**config.mk**
```make
export PLATFORM = sky130hd
export DESIGN_NAME = mcu_rocstar_port_flat
export DESIGN_NICKNAME = d
export VERILOG_FILES = /design/src/rtl/mcu_rocstar_port_if.sv /design/src/rtl/mcu_rocstar_port.sv /design/src/flat_wrapper.sv
export SDC_FILE = /design/constraint.sdc
export NUM_CORES = 1
export LEC_CHECK = 0
export CORE_ASPECT_RATIO = 0.8
export CORE_MARGIN = 4
export CORE_UTILIZATION = 35
export DETAILED_ROUTE_END_ITERATION = 6
export PLACE_DENSITY = 0.61
export SLEW_MARGIN = 25
export SYNTH_ARGS = -nofsm -noshare
export SYNTH_HDL_FRONTEND = slang
export SYNTH_SLANG_ARGS = --single-unit
export TNS_END_PERCENT = 50
```
**constraint.sdc**
```tcl
create_clock -name clk -period 3.8 [get_ports clk]
set_input_delay 0.95 -clock clk [delete_from_list [all_inputs] [get_ports clk]]
set_output_delay 0.95 -clock clk [all_outputs]
set_load 0.005 [all_outputs]
```
**src/rtl/mcu_rocstar_port_if.sv**
```systemverilog
// Command and readback bundle between the bus logic (master) and one rocstar port (slave).
interface mcu_rocstar_port_if;
   logic        cmd_valid;
   logic        cmd_ready;
   logic [2:0]  cmd_code;
   logic [15:0] cmd_data;
   logic        rx_valid;
   logic [1:0]  rx_tag;
   logic [15:0] rx_data;
   logic        rx_err;

   modport master (
      output cmd_valid, cmd_code, cmd_data,
      input  cmd_ready, rx_valid, rx_tag, rx_data, rx_err
   );

   modport slave (
      input  cmd_valid, cmd_code, cmd_data,
      output cmd_ready, rx_valid, rx_tag, rx_data, rx_err
   );
endinterface

```
**src/rtl/mcu_rocstar_port.sv**
```systemverilog
// MCU-side endpoint of one rocstar link: 4-bit command downlink serializer, 8-bit uplink deframer.
// Optional single-hit counter enabled by defining MCU_PORT_SINGLE_CTR_EN.
module mcu_rocstar_port #(
   parameter int GAP_CYCLES     = 1,
   parameter int SPWORD_NIBBLES = 4
) (
   input  logic                clk,
   input  logic                rst_n,
   mcu_rocstar_port_if.slave   bus,
   output logic [3:0]          to_rocstar,
   input  logic [7:0]          from_rocstar,
   output logic                single,
   input  logic                cnt_clr,
   output logic [31:0]         single_cnt
);

   typedef enum logic [1:0] {TX_IDLE = 2'd0, TX_HDR = 2'd1, TX_NIB = 2'd2, TX_GAP = 2'd3} tx_state_t;
   typedef enum logic [1:0] {RX_IDLE = 2'd0, RX_S1 = 2'd1, RX_S2 = 2'd2} rx_state_t;

   localparam logic [3:0] GAP_LAST = 4'(GAP_CYCLES - 1);
   localparam logic [3:0] NIB_LAST = 4'(SPWORD_NIBBLES - 1);

   tx_state_t   tx_state_r, tx_state_nxt_s;
   logic [3:0]  tx_cnt_r, tx_cnt_nxt_s;
   logic [2:0]  code_r, code_nxt_s;
   logic [15:0] data_r, data_nxt_s;
   logic [3:0]  tx_sym_s, to_rocstar_r;
   logic        ready_nxt_s, cmd_ready_r, accept_s;

   // cmd_ready_r is only ever high in TX_IDLE, so it alone qualifies acceptance
   assign accept_s   = bus.cmd_valid & cmd_ready_r;
   assign code_nxt_s = accept_s ? bus.cmd_code : code_r;
   assign data_nxt_s = accept_s ? bus.cmd_data : data_r;

   // TX state, counter and latched command
   always_ff @(posedge clk or negedge rst_n) begin
      if (!rst_n) begin
         tx_state_r <= TX_IDLE;
         tx_cnt_r   <= 4'd0;
         code_r     <= 3'd0;
         data_r     <= 16'h0000;
      end else begin
         tx_state_r <= tx_state_nxt_s;
         tx_cnt_r   <= tx_cnt_nxt_s;
         code_r     <= code_nxt_s;
         data_r     <= data_nxt_s;
      end
   end

   // TX next-state logic; tx_cnt counts nibbles in NIB and idle cycles in GAP
   always_comb begin
      tx_state_nxt_s = tx_state_r;
      tx_cnt_nxt_s   = 4'd0;
      case (tx_state_r)
         TX_IDLE: begin
            if (accept_s) tx_state_nxt_s = TX_HDR;
            else          tx_state_nxt_s = TX_IDLE;
         end
         TX_HDR: begin
            if (code_r == 3'd0) tx_state_nxt_s = TX_NIB;
            else                tx_state_nxt_s = TX_GAP;
         end
         TX_NIB: begin
            if (tx_cnt_r == NIB_LAST) tx_state_nxt_s = TX_GAP;
            else                      tx_cnt_nxt_s   = tx_cnt_r + 4'd1;
         end
         TX_GAP: begin
            if (tx_cnt_r == GAP_LAST) tx_state_nxt_s = TX_IDLE;
            else                      tx_cnt_nxt_s   = tx_cnt_r + 4'd1;
         end
         default: tx_state_nxt_s = TX_IDLE;
      endcase
   end

   // TX outputs decoded from the next state so the registered symbol lines up with it
   always_comb begin
      tx_sym_s    = 4'h0;
      ready_nxt_s = 1'b0;
      case (tx_state_nxt_s)
         TX_IDLE: ready_nxt_s = 1'b1;
         TX_HDR: begin
            if (code_nxt_s == 3'd0) tx_sym_s = 4'h8;
            else                    tx_sym_s = {1'b0, code_nxt_s};
         end
         TX_NIB: begin
            case (tx_cnt_nxt_s[1:0])
               2'd0:    tx_sym_s = data_nxt_s[15:12];
               2'd1:    tx_sym_s = data_nxt_s[11:8];
               2'd2:    tx_sym_s = data_nxt_s[7:4];
               2'd3:    tx_sym_s = data_nxt_s[3:0];
               default: tx_sym_s = 4'h0;
            endcase
         end
         TX_GAP:  tx_sym_s = 4'h0;
         default: tx_sym_s = 4'h0;
      endcase
   end

   // TX output registers
   always_ff @(posedge clk or negedge rst_n) begin
      if (!rst_n) begin
         to_rocstar_r <= 4'h0;
         cmd_ready_r  <= 1'b0;
      end else begin
         to_rocstar_r <= tx_sym_s;
         cmd_ready_r  <= ready_nxt_s;
      end
   end

   assign to_rocstar    = to_rocstar_r;
   assign bus.cmd_ready = cmd_ready_r;

   rx_state_t   rx_state_r, rx_state_nxt_s;
   logic [7:0]  in_q_r;
   logic [5:0]  pay_hi_r, pay_mid_r;
   logic        rx_valid_s, rx_err_s, ld_hi_s, ld_mid_s;
   logic        rx_valid_r, rx_err_r;
   logic [1:0]  rx_tag_r;
   logic [15:0] rx_data_r;

   // Uplink input register and RX state
   always_ff @(posedge clk or negedge rst_n) begin
      if (!rst_n) begin
         in_q_r     <= 8'h00;
         rx_state_r <= RX_IDLE;
      end else begin
         in_q_r     <= from_rocstar;
         rx_state_r <= rx_state_nxt_s;
      end
   end

   // RX next-state logic; S2 always returns to IDLE so the next symbol may open a new frame
   always_comb begin
      rx_state_nxt_s = RX_IDLE;
      case (rx_state_r)
         RX_IDLE: begin
            if (in_q_r[6]) rx_state_nxt_s = RX_S1;
            else           rx_state_nxt_s = RX_IDLE;
         end
         RX_S1: begin
            if (in_q_r[6]) rx_state_nxt_s = RX_S2;
            else           rx_state_nxt_s = RX_IDLE;
         end
         RX_S2:   rx_state_nxt_s = RX_IDLE;
         default: rx_state_nxt_s = RX_IDLE;
      endcase
   end

   // RX output and payload-load decode
   always_comb begin
      rx_valid_s = 1'b0;
      rx_err_s   = 1'b0;
      ld_hi_s    = 1'b0;
      ld_mid_s   = 1'b0;
      case (rx_state_r)
         RX_IDLE: ld_hi_s = in_q_r[6];
         RX_S1: begin
            if (in_q_r[6]) ld_mid_s = 1'b1;
            else           rx_err_s = 1'b1;
         end
         RX_S2: begin
            if (in_q_r[6]) rx_valid_s = 1'b1;
            else           rx_err_s   = 1'b1;
         end
         default: rx_err_s = 1'b0;
      endcase
   end

   // RX payload assembly and output registers
   always_ff @(posedge clk or negedge rst_n) begin
      if (!rst_n) begin
         pay_hi_r   <= 6'h00;
         pay_mid_r  <= 6'h00;
         rx_valid_r <= 1'b0;
         rx_err_r   <= 1'b0;
         rx_tag_r   <= 2'd0;
         rx_data_r  <= 16'h0000;
      end else begin
         rx_valid_r <= rx_valid_s;
         rx_err_r   <= rx_err_s;
         if (ld_hi_s)  pay_hi_r  <= in_q_r[5:0];
         if (ld_mid_s) pay_mid_r <= in_q_r[5:0];
         if (rx_valid_s) begin
            rx_tag_r  <= pay_hi_r[5:4];
            rx_data_r <= {pay_hi_r[3:0], pay_mid_r, in_q_r[5:0]};
         end
      end
   end

   assign single       = in_q_r[7];
   assign bus.rx_valid = rx_valid_r;
   assign bus.rx_err   = rx_err_r;
   assign bus.rx_tag   = rx_tag_r;
   assign bus.rx_data  = rx_data_r;

`ifdef MCU_PORT_SINGLE_CTR_EN
   logic [31:0] single_cnt_r;

   // Saturating single-hit counter; clear takes priority over counting
   always_ff @(posedge clk or negedge rst_n) begin
      if (!rst_n)                             single_cnt_r <= 32'h0000_0000;
      else if (cnt_clr)                       single_cnt_r <= 32'h0000_0000;
      else if (single && (single_cnt_r != 32'hFFFF_FFFF))
                                              single_cnt_r <= single_cnt_r + 32'd1;
   end

   assign single_cnt = single_cnt_r;
`else
   logic unused_clr_s;
   assign unused_clr_s = cnt_clr;
   assign single_cnt   = 32'h0000_0000;
`endif

endmodule

```
**src/flat_wrapper.sv**
```systemverilog
// flat-port wrapper written by rule: the top's interface ports become plain ports
module mcu_rocstar_port_flat 
#(
   parameter int GAP_CYCLES     = 1,
   parameter int SPWORD_NIBBLES = 4
)
  (clk, rst_n, to_rocstar, from_rocstar, single, cnt_clr, single_cnt, bus_cmd_valid, bus_cmd_code, bus_cmd_data, bus_cmd_ready, bus_rx_valid, bus_rx_tag, bus_rx_data, bus_rx_err);
  mcu_rocstar_port_if bus_i ();
  input  logic clk;
  input  logic rst_n;
  output logic [3:0] to_rocstar;
  input  logic [7:0] from_rocstar;
  output logic single;
  input  logic cnt_clr;
  output logic [31:0] single_cnt;
  input wire logic [$bits(bus_i.cmd_valid)-1:0] bus_cmd_valid;
  input wire logic [$bits(bus_i.cmd_code)-1:0] bus_cmd_code;
  input wire logic [$bits(bus_i.cmd_data)-1:0] bus_cmd_data;
  output wire logic [$bits(bus_i.cmd_ready)-1:0] bus_cmd_ready;
  output wire logic [$bits(bus_i.rx_valid)-1:0] bus_rx_valid;
  output wire logic [$bits(bus_i.rx_tag)-1:0] bus_rx_tag;
  output wire logic [$bits(bus_i.rx_data)-1:0] bus_rx_data;
  output wire logic [$bits(bus_i.rx_err)-1:0] bus_rx_err;
  assign bus_i.cmd_valid = bus_cmd_valid;
  assign bus_i.cmd_code = bus_cmd_code;
  assign bus_i.cmd_data = bus_cmd_data;
  assign bus_cmd_ready = bus_i.cmd_ready;
  assign bus_rx_valid = bus_i.rx_valid;
  assign bus_rx_tag = bus_i.rx_tag;
  assign bus_rx_data = bus_i.rx_data;
  assign bus_rx_err = bus_i.rx_err;
  mcu_rocstar_port #(.GAP_CYCLES(GAP_CYCLES), .SPWORD_NIBBLES(SPWORD_NIBBLES)) u_core (.clk(clk), .rst_n(rst_n), .bus(bus_i), .to_rocstar(to_rocstar), .from_rocstar(from_rocstar), .single(single), .cnt_clr(cnt_clr), .single_cnt(single_cnt));
endmodule
```
==> Word level (Yosys, flattened, before mapping) <==
Index checks and enable logic that the tools add are counted.
{ "totals": {"regBits": 72, "input_bits": 31, "out_inout_bits": 58, "word_cells": 58} }
{ "op_classes": {"add_sub_neg": 1, "n_eq_ne": 11, "mux": 23, "n_bitwise": 1, "n_reduce_logical": 8} }
{ "ops": {"columns": ["operator", "count"], "rows": [
  ["$mux W16", 1],
  ["$pmux W4 S2", 2],
  ["$pmux W4 S4", 1],
  ["$eq A2 B2 Y1 const B", 6],
  ["$mux W4", 3],
  ["$mux W1", 10],
  ["$eq A2 B1 Y1 const B", 4],
  ["$logic_not A2 Y1", 4],
  ["$pmux W2 S4", 1],
  ["$logic_not A3 Y1", 2],
  ["$mux W2", 3],
  ["$add A4 B1 Y4 const B", 1],
  ["$eq A4 B2 Y1 const B", 1],
  ["$logic_not A4 Y1", 1],
  ["$pmux W2 S2", 1],
  ["$mux W3", 1],
  ["$reduce_or A2 Y1", 1],
  ["$and A1 B1 Y1", 1]
]} }

==> Longest topological paths before layout <==
Gate-level depths: netlist of run 1.
{ "logic_depth": {"depth_word": 6, "ltp_mapped": 11, "ltp_nobuf": 10} }

==> Worst setup path after synthesis of run 1 <==
OpenSTA, ideal clock, no wires.
{ "synth_path": {"path_kind": "input to register", "start": "input bus_cmd_valid", "end": "register u_core.to_rocstar_r[3] (netlist: u_core.to_rocstar[3])", "setup_time_ns": 0.138, "t_arrival_ns": 2.720, "required_time_ns": 3.662, "slack_ns": 0.942, "cell_stages": 10, "n_path_buf": 2, "path_cell_list": "nand2_1 > buf_2 > o32ai_1 > mux2i_1 > ha_1 > and2_1 > buf_1 > o2111ai_1 > a21boi_0 > a22oi_1"} }
{ "synth_between": {"elab_chain_len": 5, "elab_cells_between_ends": 11, "classes_between": "2 x eq/ne; 7 x mux; 1 x bitwise; 1 x reduce/logical"} }
{ "synth_lines": {"columns": ["item", "line_no", "text"], "rows": [
  ["start, declared", "flat_wrapper.sv:16", "input wire logic [$bits(bus_i.cmd_valid)-1:0] bus_cmd_valid;"],
  ["$and A1 B1 Y1 (*)", "mcu_rocstar_port.sv:31", "assign accept_s = bus.cmd_valid & cmd_ready_r;"],
  ["$mux W1 or $mux W3 (tied branches)", "mcu_rocstar_port.sv:56, mcu_rocstar_port.sv:32", null],
  ["$pmux W2 S4 or $logic_not A3 Y1 (tied branches)", "mcu_rocstar_port.sv:54, mcu_rocstar_port.sv:82", null],
  ["$eq A2 B2 Y1, or another cell as far along", "mcu_rocstar_port.sv:79", "case (tx_state_nxt_s)"],
  ["$pmux W4 S2 (*)", "mcu_rocstar_port.sv:79", null],
  ["named net u_core.tx_sym_s[3]", "mcu_rocstar_port.sv:27", "logic [3:0] tx_sym_s, to_rocstar_r;"],
  ["end signal, assigned", "mcu_rocstar_port.sv:105", "to_rocstar_r <= tx_sym_s;"],
  ["end, declared", "mcu_rocstar_port.sv:27", null]
]} }
The timed path passes the listed nets; every way through them passes the cells marked *.
A chain may end at the register's enable or synchronous reset.

==> Final worst setup path of run 1 <==
Same ends and word-level chain as after synthesis.

==> flow_summary.yaml, run 1 <==
final_layout:
  drive_gt1_share_pct: 23.9
  final_util_pct: 46.8
  seqCellArea_mm2: 0.00180
  nNetsFinal: 340
  multi_input_area_mm2: 0.00119
  diodes: 0
  num-fill-cells: 810
  syn2layout_area_growth_pct: 27.2
sta:
  timing.final.crit_share_pct: 71.7
  fmaxAchievable_mhz: 367
  setup_viol: 0
  relSlewSlack_pct: 41.9
  setup_slack_ns: 1.07
  worst_pin_slew_ns: 0.869
  final-hold-violation-count: 0
  slew_violations: 0
  finClkSkew_ns: 0.00491
  fin_crit_ns: 2.73
  rsz0062_at_grt: "false"
  fin_setup_tns_ns: 0
  hold-worst-slack_ns: 0.465
routing:
  ant_nets: 0
  viasPerCell: 4.56
  vias: 1905
  wl_um: 6010
  drcViolationCount: 0
  routedWlPerCell_um: 14.4
  drtIter0Drc: 45
  drtPass1Iterations: 4
setup_path:
  path_cells: "clkdlybuf4s50_1 -> nand2_1 -> o32ai_1 -> mux2i_1 -> ha_1 -> and2_1 -> o2111ai_1 -> a21boi_0 -> a22oi_1"
  worstReg2RegStart: "u_core.tx_state_r[1]"
  worst_r2r_path_depth: 8
  cp_max_fo: 6
  critical_path_class: "primary input to flip-flop"
  worstPathRequired_ns: 4.04
  r2r-end: "u_core.to_rocstar[3]"
  arrival_ns: 2.96
  cp_top_family: "compound AO/OA/AOI/OAI gates"
  r2r_slack_ns: 1.37
  startpoint_type: "primary input"
  crit_slowest_cell: "clkdlybuf4s50_1"
  max_stage_delay_ns: 0.50
  endpoint_kind: "flip-flop"
  path_buf_inv: 1
synth:
  netlist-cell-type-count: 40
  synth-seq-cells: 72
  seq_area_frac_synth_pct: 56.2
  syn_inst: 239
  synth_top_area_share_pct: 56.2
  synth_top_cell_by_area: "dfrtp_1"
  yosys_warnings: 0
  synth_area_mm2: 0.00321
  postSynthAreaPerCell_um2: 13.4
  synthTopCellsByArea: "dfrtp_1 (56%), mux2_2 (16%), buf_4 (7.5%)"
global_routing:
  grt.overflow.total: 0
  grt_pass1_wl_um: 9690
  grt_max_degree: 41
  grt_use_total_pct: 11.6
  grt_pass1_vias: 1902
  antenna_found_initial: 0
power_and_ir_drop:
  leakage_uw: 0.00184
  vdd_ir_drop_max_uv: 303
  power_density_mw_per_mm2: 759
  p_total_uw: 3090
worst_hold_path:
  hold_depth: 1
  holdPathEnd: "u_core.bus.rx_err"
  hp-start: "u_core.in_q_r[6]"
  min_path_type: "flip-flop to flip-flop"
clock_network:
  cts.sinks: 72
  cts_tree: "built"
  path_clk_slew_ns: 0.06
  ctsResizeCount: 0
  ctsHoldBuffers: 0
  cts-root-buf: "clkbuf_16"
  htreeDepth: 3
  clkLatencyLatePin_ns: 0.32
  cts_setup_buffers: 0
  cts_made_buffers: 9
  cts_buffer_depth: 2
floorplan:
  die_y_um: 93.6
  rows: 30
  design.die.area_mm2: 0.0108
  fp.dieW_um: 115
  initial_core_util_pct: 36.8
  core_region_area_mm2: 0.00871
  io_pins: 89
place:
  routabilityCongestion: 0.789
  dp_hpwl_um: 4360
  place_ws_ns: 0.764
  io_buffers: 55
run_status:
  status: "finished clean"
job:
  maxCapViolCount: 0
==> cell usage after synthesis <==
library cell	instances
nor2b_1	2
nor2_1	1
inv_4	1
ha_1	8
or2_2	3
a21bo_2	1
buf_1	1
xnor2_1	1
o2bb2ai_1	2
a21boi_0	4
dfrtp_1	72
nand4_1	1
o311ai_0	3
clkbuf_1	3
o311a_1	1
mux2i_1	3
a21o_1	1
buf_2	1
a32oi_1	2
mux2_2	45
o32ai_1	1
o2111ai_1	1
a31oi_1	1
and2_1	3
and3_1	4
a32o_1	1
nor4bb_1	1
conb_1	1
a211oi_1	2
o21ai_0	5
inv_1	11
mux2_1	1
buf_6	2
mux4_2	2
nor4_1	1
a22oi_1	3
buf_4	32
nand3_1	2
nand2_1	8
nand2_4	1
==> area by class of cell <==
cell class / count / area share [%]
flip-flops and latches: 72 / 44.2
multi-input cells: 147 / 29.2
repair buffers: 59 / 14.1
clock buffers: 11 / 5.95
well taps: 112 / 3.44
clock inverters: 5 / 1.96
inverters: 12 / 1.17
==> power by group <==
part | switching, uW | internal, uW | total (uW)
Sequential | 142 | 1030 | 1170
Combinational | 438 | 585 | 1020
Clock | 306 | 591 | 897
==> kinds of logic after synthesis <==
| group | after synthesis | synth area share [%] |
|---|---|---|
| xor+xnor | 1 | 0.273 |
| flops | 72 | 56.2 |
| simple gates | 27 | 4.76 |
| buf+inv | 51 | 10.3 |
| mux | 51 | 18.5 |
| fa+ha+maj | 8 | 3.12 |
| other cells | 1 | 0.117 |
| compound gates | 28 | 6.71 |
==> placed cells by master (no fill, tap or decap), drive strengths merged, types with 2 or more instances in the layout <==
cell / synthesis / layout
conb: 1 / 32
nand2: 9 / 9
bufinv: 0 / 2
o21ai: 5 / 5
and3: 4 / 4
mux4: 2 / 2
o311ai: 3 / 3
and2: 3 / 3
mux2: 46 / 46
buf: 36 / 5
clkdlybuf4s50: 0 / 54
a21boi: 4 / 4
nor2b: 2 / 2
o2bb2ai: 2 / 2
ha: 8 / 8
clkbuf: 3 / 11
inv: 12 / 12
nand3: 2 / 2
a32oi: 2 / 2
clkinvlp: 0 / 2
or2: 3 / 3
a211oi: 2 / 2
dfrtp: 72 / 72
a22oi: 3 / 3
mux2i: 3 / 3
==> routing by layer <==
metal  vias up  share of wire (%)  wire [um]  GRT usage (%)
met3         5                5.2        312           3.23
met1       943                 48       2890           16.1
met4         0                1.5         91           5.87
met2        55                 45       2710           16.6
li1        902                  -          -              -
met5         -                  0          0              0
==> state kept, by name, indices dropped and copies added, names as in the netlist <==
register              flops
u_core.to_rocstar         4
u_core.bus.rx_tag         2
u_core.bus.rx_valid       1
u_core.rx_state_r         2
u_core.code_r             3
u_core.bus.rx_err         1
u_core.in_q_r             8
u_core.data_r            16
u_core.tx_state_r         2
u_core.pay_hi_r           6
u_core.bus.rx_data       16
u_core.tx_cnt_r           4
u_core.bus.cmd_ready      1
u_core.pay_mid_r          6
==> worst max path at each step <==
stage,from,end,slack (ns),depth (start not counted)
2_1_floorplan,bus_cmd_valid,u_core.to_rocstar[3],0.94,10
3_3_place_gp,bus_cmd_valid,u_core.to_rocstar[3],0.74,9
6_report,bus_cmd_valid,u_core.to_rocstar[3],1.07,9
4_1_cts,bus_cmd_valid,u_core.to_rocstar[3],1.09,9
3_5_place_dp,bus_cmd_valid,u_core.to_rocstar[3],0.76,9
5_1_grt,bus_cmd_valid,u_core.to_rocstar[3],0.88,9
==> per-stage QoR <==
stage / cell area (um2) / cells
5_1_grt: 4080 / 418
2_1_floorplan: 3320 / 270
4_1_cts: 4080 / 418
3_3_place_gp: 3750 / 402
6_report: 4080 / 418
3_5_place_dp: 3750 / 402
(Power assumes the default switching activity.)
==> run 2, diff against run 1 <==
clock period = 2.8 ns   (was 3.8 ns; I/O delays follow)
==> flow_summary.yaml, run 2 (synthesis gave the netlist of run 1 again) <==
sta:
  relSlewSlack_pct: 43.7
  worst_pin_slew_ns: 0.842
  setup_slack_ns: 0.421
  final-hold-violation-count: 0
  slew_violations: 0
  setup_viol: 0
  fmaxAchievable_mhz: 420
  fin_setup_tns_ns: 0
  timing.final.crit_share_pct: 85.0
  hold-worst-slack_ns: 0.432
  finClkSkew_ns: 0.00754
  rsz0062_at_grt: "false"
  fin_crit_ns: 2.38
setup_path:
  critical_path_class: "primary input to flip-flop"
  worstPathRequired_ns: 2.99
  arrival_ns: 2.57
  r2r_slack_ns: 0.55
  endpoint_kind: "flip-flop"
  cp_max_fo: 3
  startpoint_type: "primary input"
power_and_ir_drop:
  clock_power_share_pct: 27.4
  netSwitchingFraction_pct: 29.9
  seqPwrFrac_pct: 38.4
  p_int_uw: 2910
  power.net_switching_uw: 1250
  leakage_uw: 0.00185
  p_comb_share_pct: 34.2
  power_density_mw_per_mm2: 1020
  vdd_ir_drop_max_uv: 311
final_layout:
  nNetsFinal: 342
  syn2layout_area_growth_pct: 27.0
  final_util_pct: 46.8
  layout_commonest_cell: "dfrtp_1"
  instances_no_fill: 420
  diodes: 0
  drive_gt1_share_pct: 24.7
  layout_common_cells: "dfrtp_1 (72), clkdlybuf4s50_1 (54), mux2_2 (45), conb_1 (32), inv_1 (11)"
floorplan:
  die_y_um: 93.6
  rows: 30
  io_pins: 89
  fp.dieW_um: 115
  initial_core_util_pct: 36.8
  core_region_area_mm2: 0.00871
  design.die.area_mm2: 0.0108
global_routing:
  grt_pass1_vias: 2053
  grt_max_degree: 34
  grt_use_total_pct: 12.4
  antenna_found_initial: 0
  grt.overflow.total: 0
  grt_pass1_wl_um: 10200
worst_hold_path:
  min_path_type: "primary input to async pin"
routing:
  drcViolationCount: 0
  drtPass1Iterations: 4
  drtIter0Drc: 56
  routedWlPerCell_um: 14.6
  wl_um: 6150
  ant_nets: 0
  vias: 1951
  viasPerCell: 4.65
clock_network:
  cts_tree: "built"
  path_clk_slew_ns: 0.06
  ctsResizeCount: 0
  cts-root-buf: "clkbuf_16"
  cts_made_buffers: 9
  htreeDepth: 3
  cts_buffer_depth: 2
  cts.sinks: 72
  cts_setup_buffers: 0
  clkLatencyLatePin_ns: 0.33
  ctsHoldBuffers: 0
place:
  dp.cells: 404
  place_ws_ns: 0.101
  dp_hpwl_um: 4460
  routabilityCongestion: 0.762
  io_buffers: 55
job:
  maxCapViolCount: 0
run_status:
  status: "finished clean"
run 2: through the flow:
stage | total power [uW] | instance area (um2)
after floorplan | 2490 | 3320
after global placement | 3010 | 3770
after detailed placement | 3050 | 3770
after CTS | 4210 | 4070
after global routing | 4450 | 4070
final | 4160 | 4070
run 2: critical path: stages:
cell,delay (ns)
clkdlybuf4s50_1,0.47
nand2_1,0.09
o32ai_1,0.17
mux2i_1,0.18
ha_1,0.33
and2_1,0.18
o2111ai_1,0.15
a21boi_0,0.21
a22oi_1,0.09
run 2: power groups by stage:
stage | registers (uW) | logic [uW] | clock network, uW
2_1_floorplan | 1560 | 929 | 0
3_3_place_gp | 1600 | 1410 | 0
3_5_place_dp | 1620 | 1430 | 0
4_1_cts | 1600 | 1440 | 1170
5_1_grt | 1640 | 1590 | 1220
6_report | 1600 | 1420 | 1140
run 2: worst paths after layout:
| kind | startpoint | to | depth (start not counted) |
|---|---|---|---|
| max in group asynchronous | rst_n | u_core.in_q_r[6] | 2 |
| worst min-delay path | rst_n | u_core.data_r[5] | 1 |
| worst max register to register | u_core.tx_cnt_r[0] | u_core.to_rocstar[0] | 7 |
| worst min register to register | u_core.in_q_r[6] | u_core.bus.rx_err | 1 |
| min in group clk | u_core.in_q_r[6] | u_core.bus.rx_err | 1 |
| worst max-delay path | bus_cmd_valid | u_core.to_rocstar[3] | 9 |
run 2: per-layer routing:
metal | up-vias | part of all wire (%) | GRT usage, %
met5 | - | 0 | 0
met4 | 0 | 1.7 | 5.28
met3 | 7 | 5.5 | 3.69
met2 | 59 | 47 | 18.7
met1 | 978 | 46 | 16.6
li1 | 907 | - | -
run 2: layout make-up:
class | instances | area [um2]
fillers | 791 | 4640
flip-flops and latches | 72 | 1800
multi-input cells | 147 | 1190
repair buffers | 61 | 591
clock buffers | 9 | 225
well taps | 112 | 140
clock inverters | 7 | 77.6
inverters | 12 | 47.5
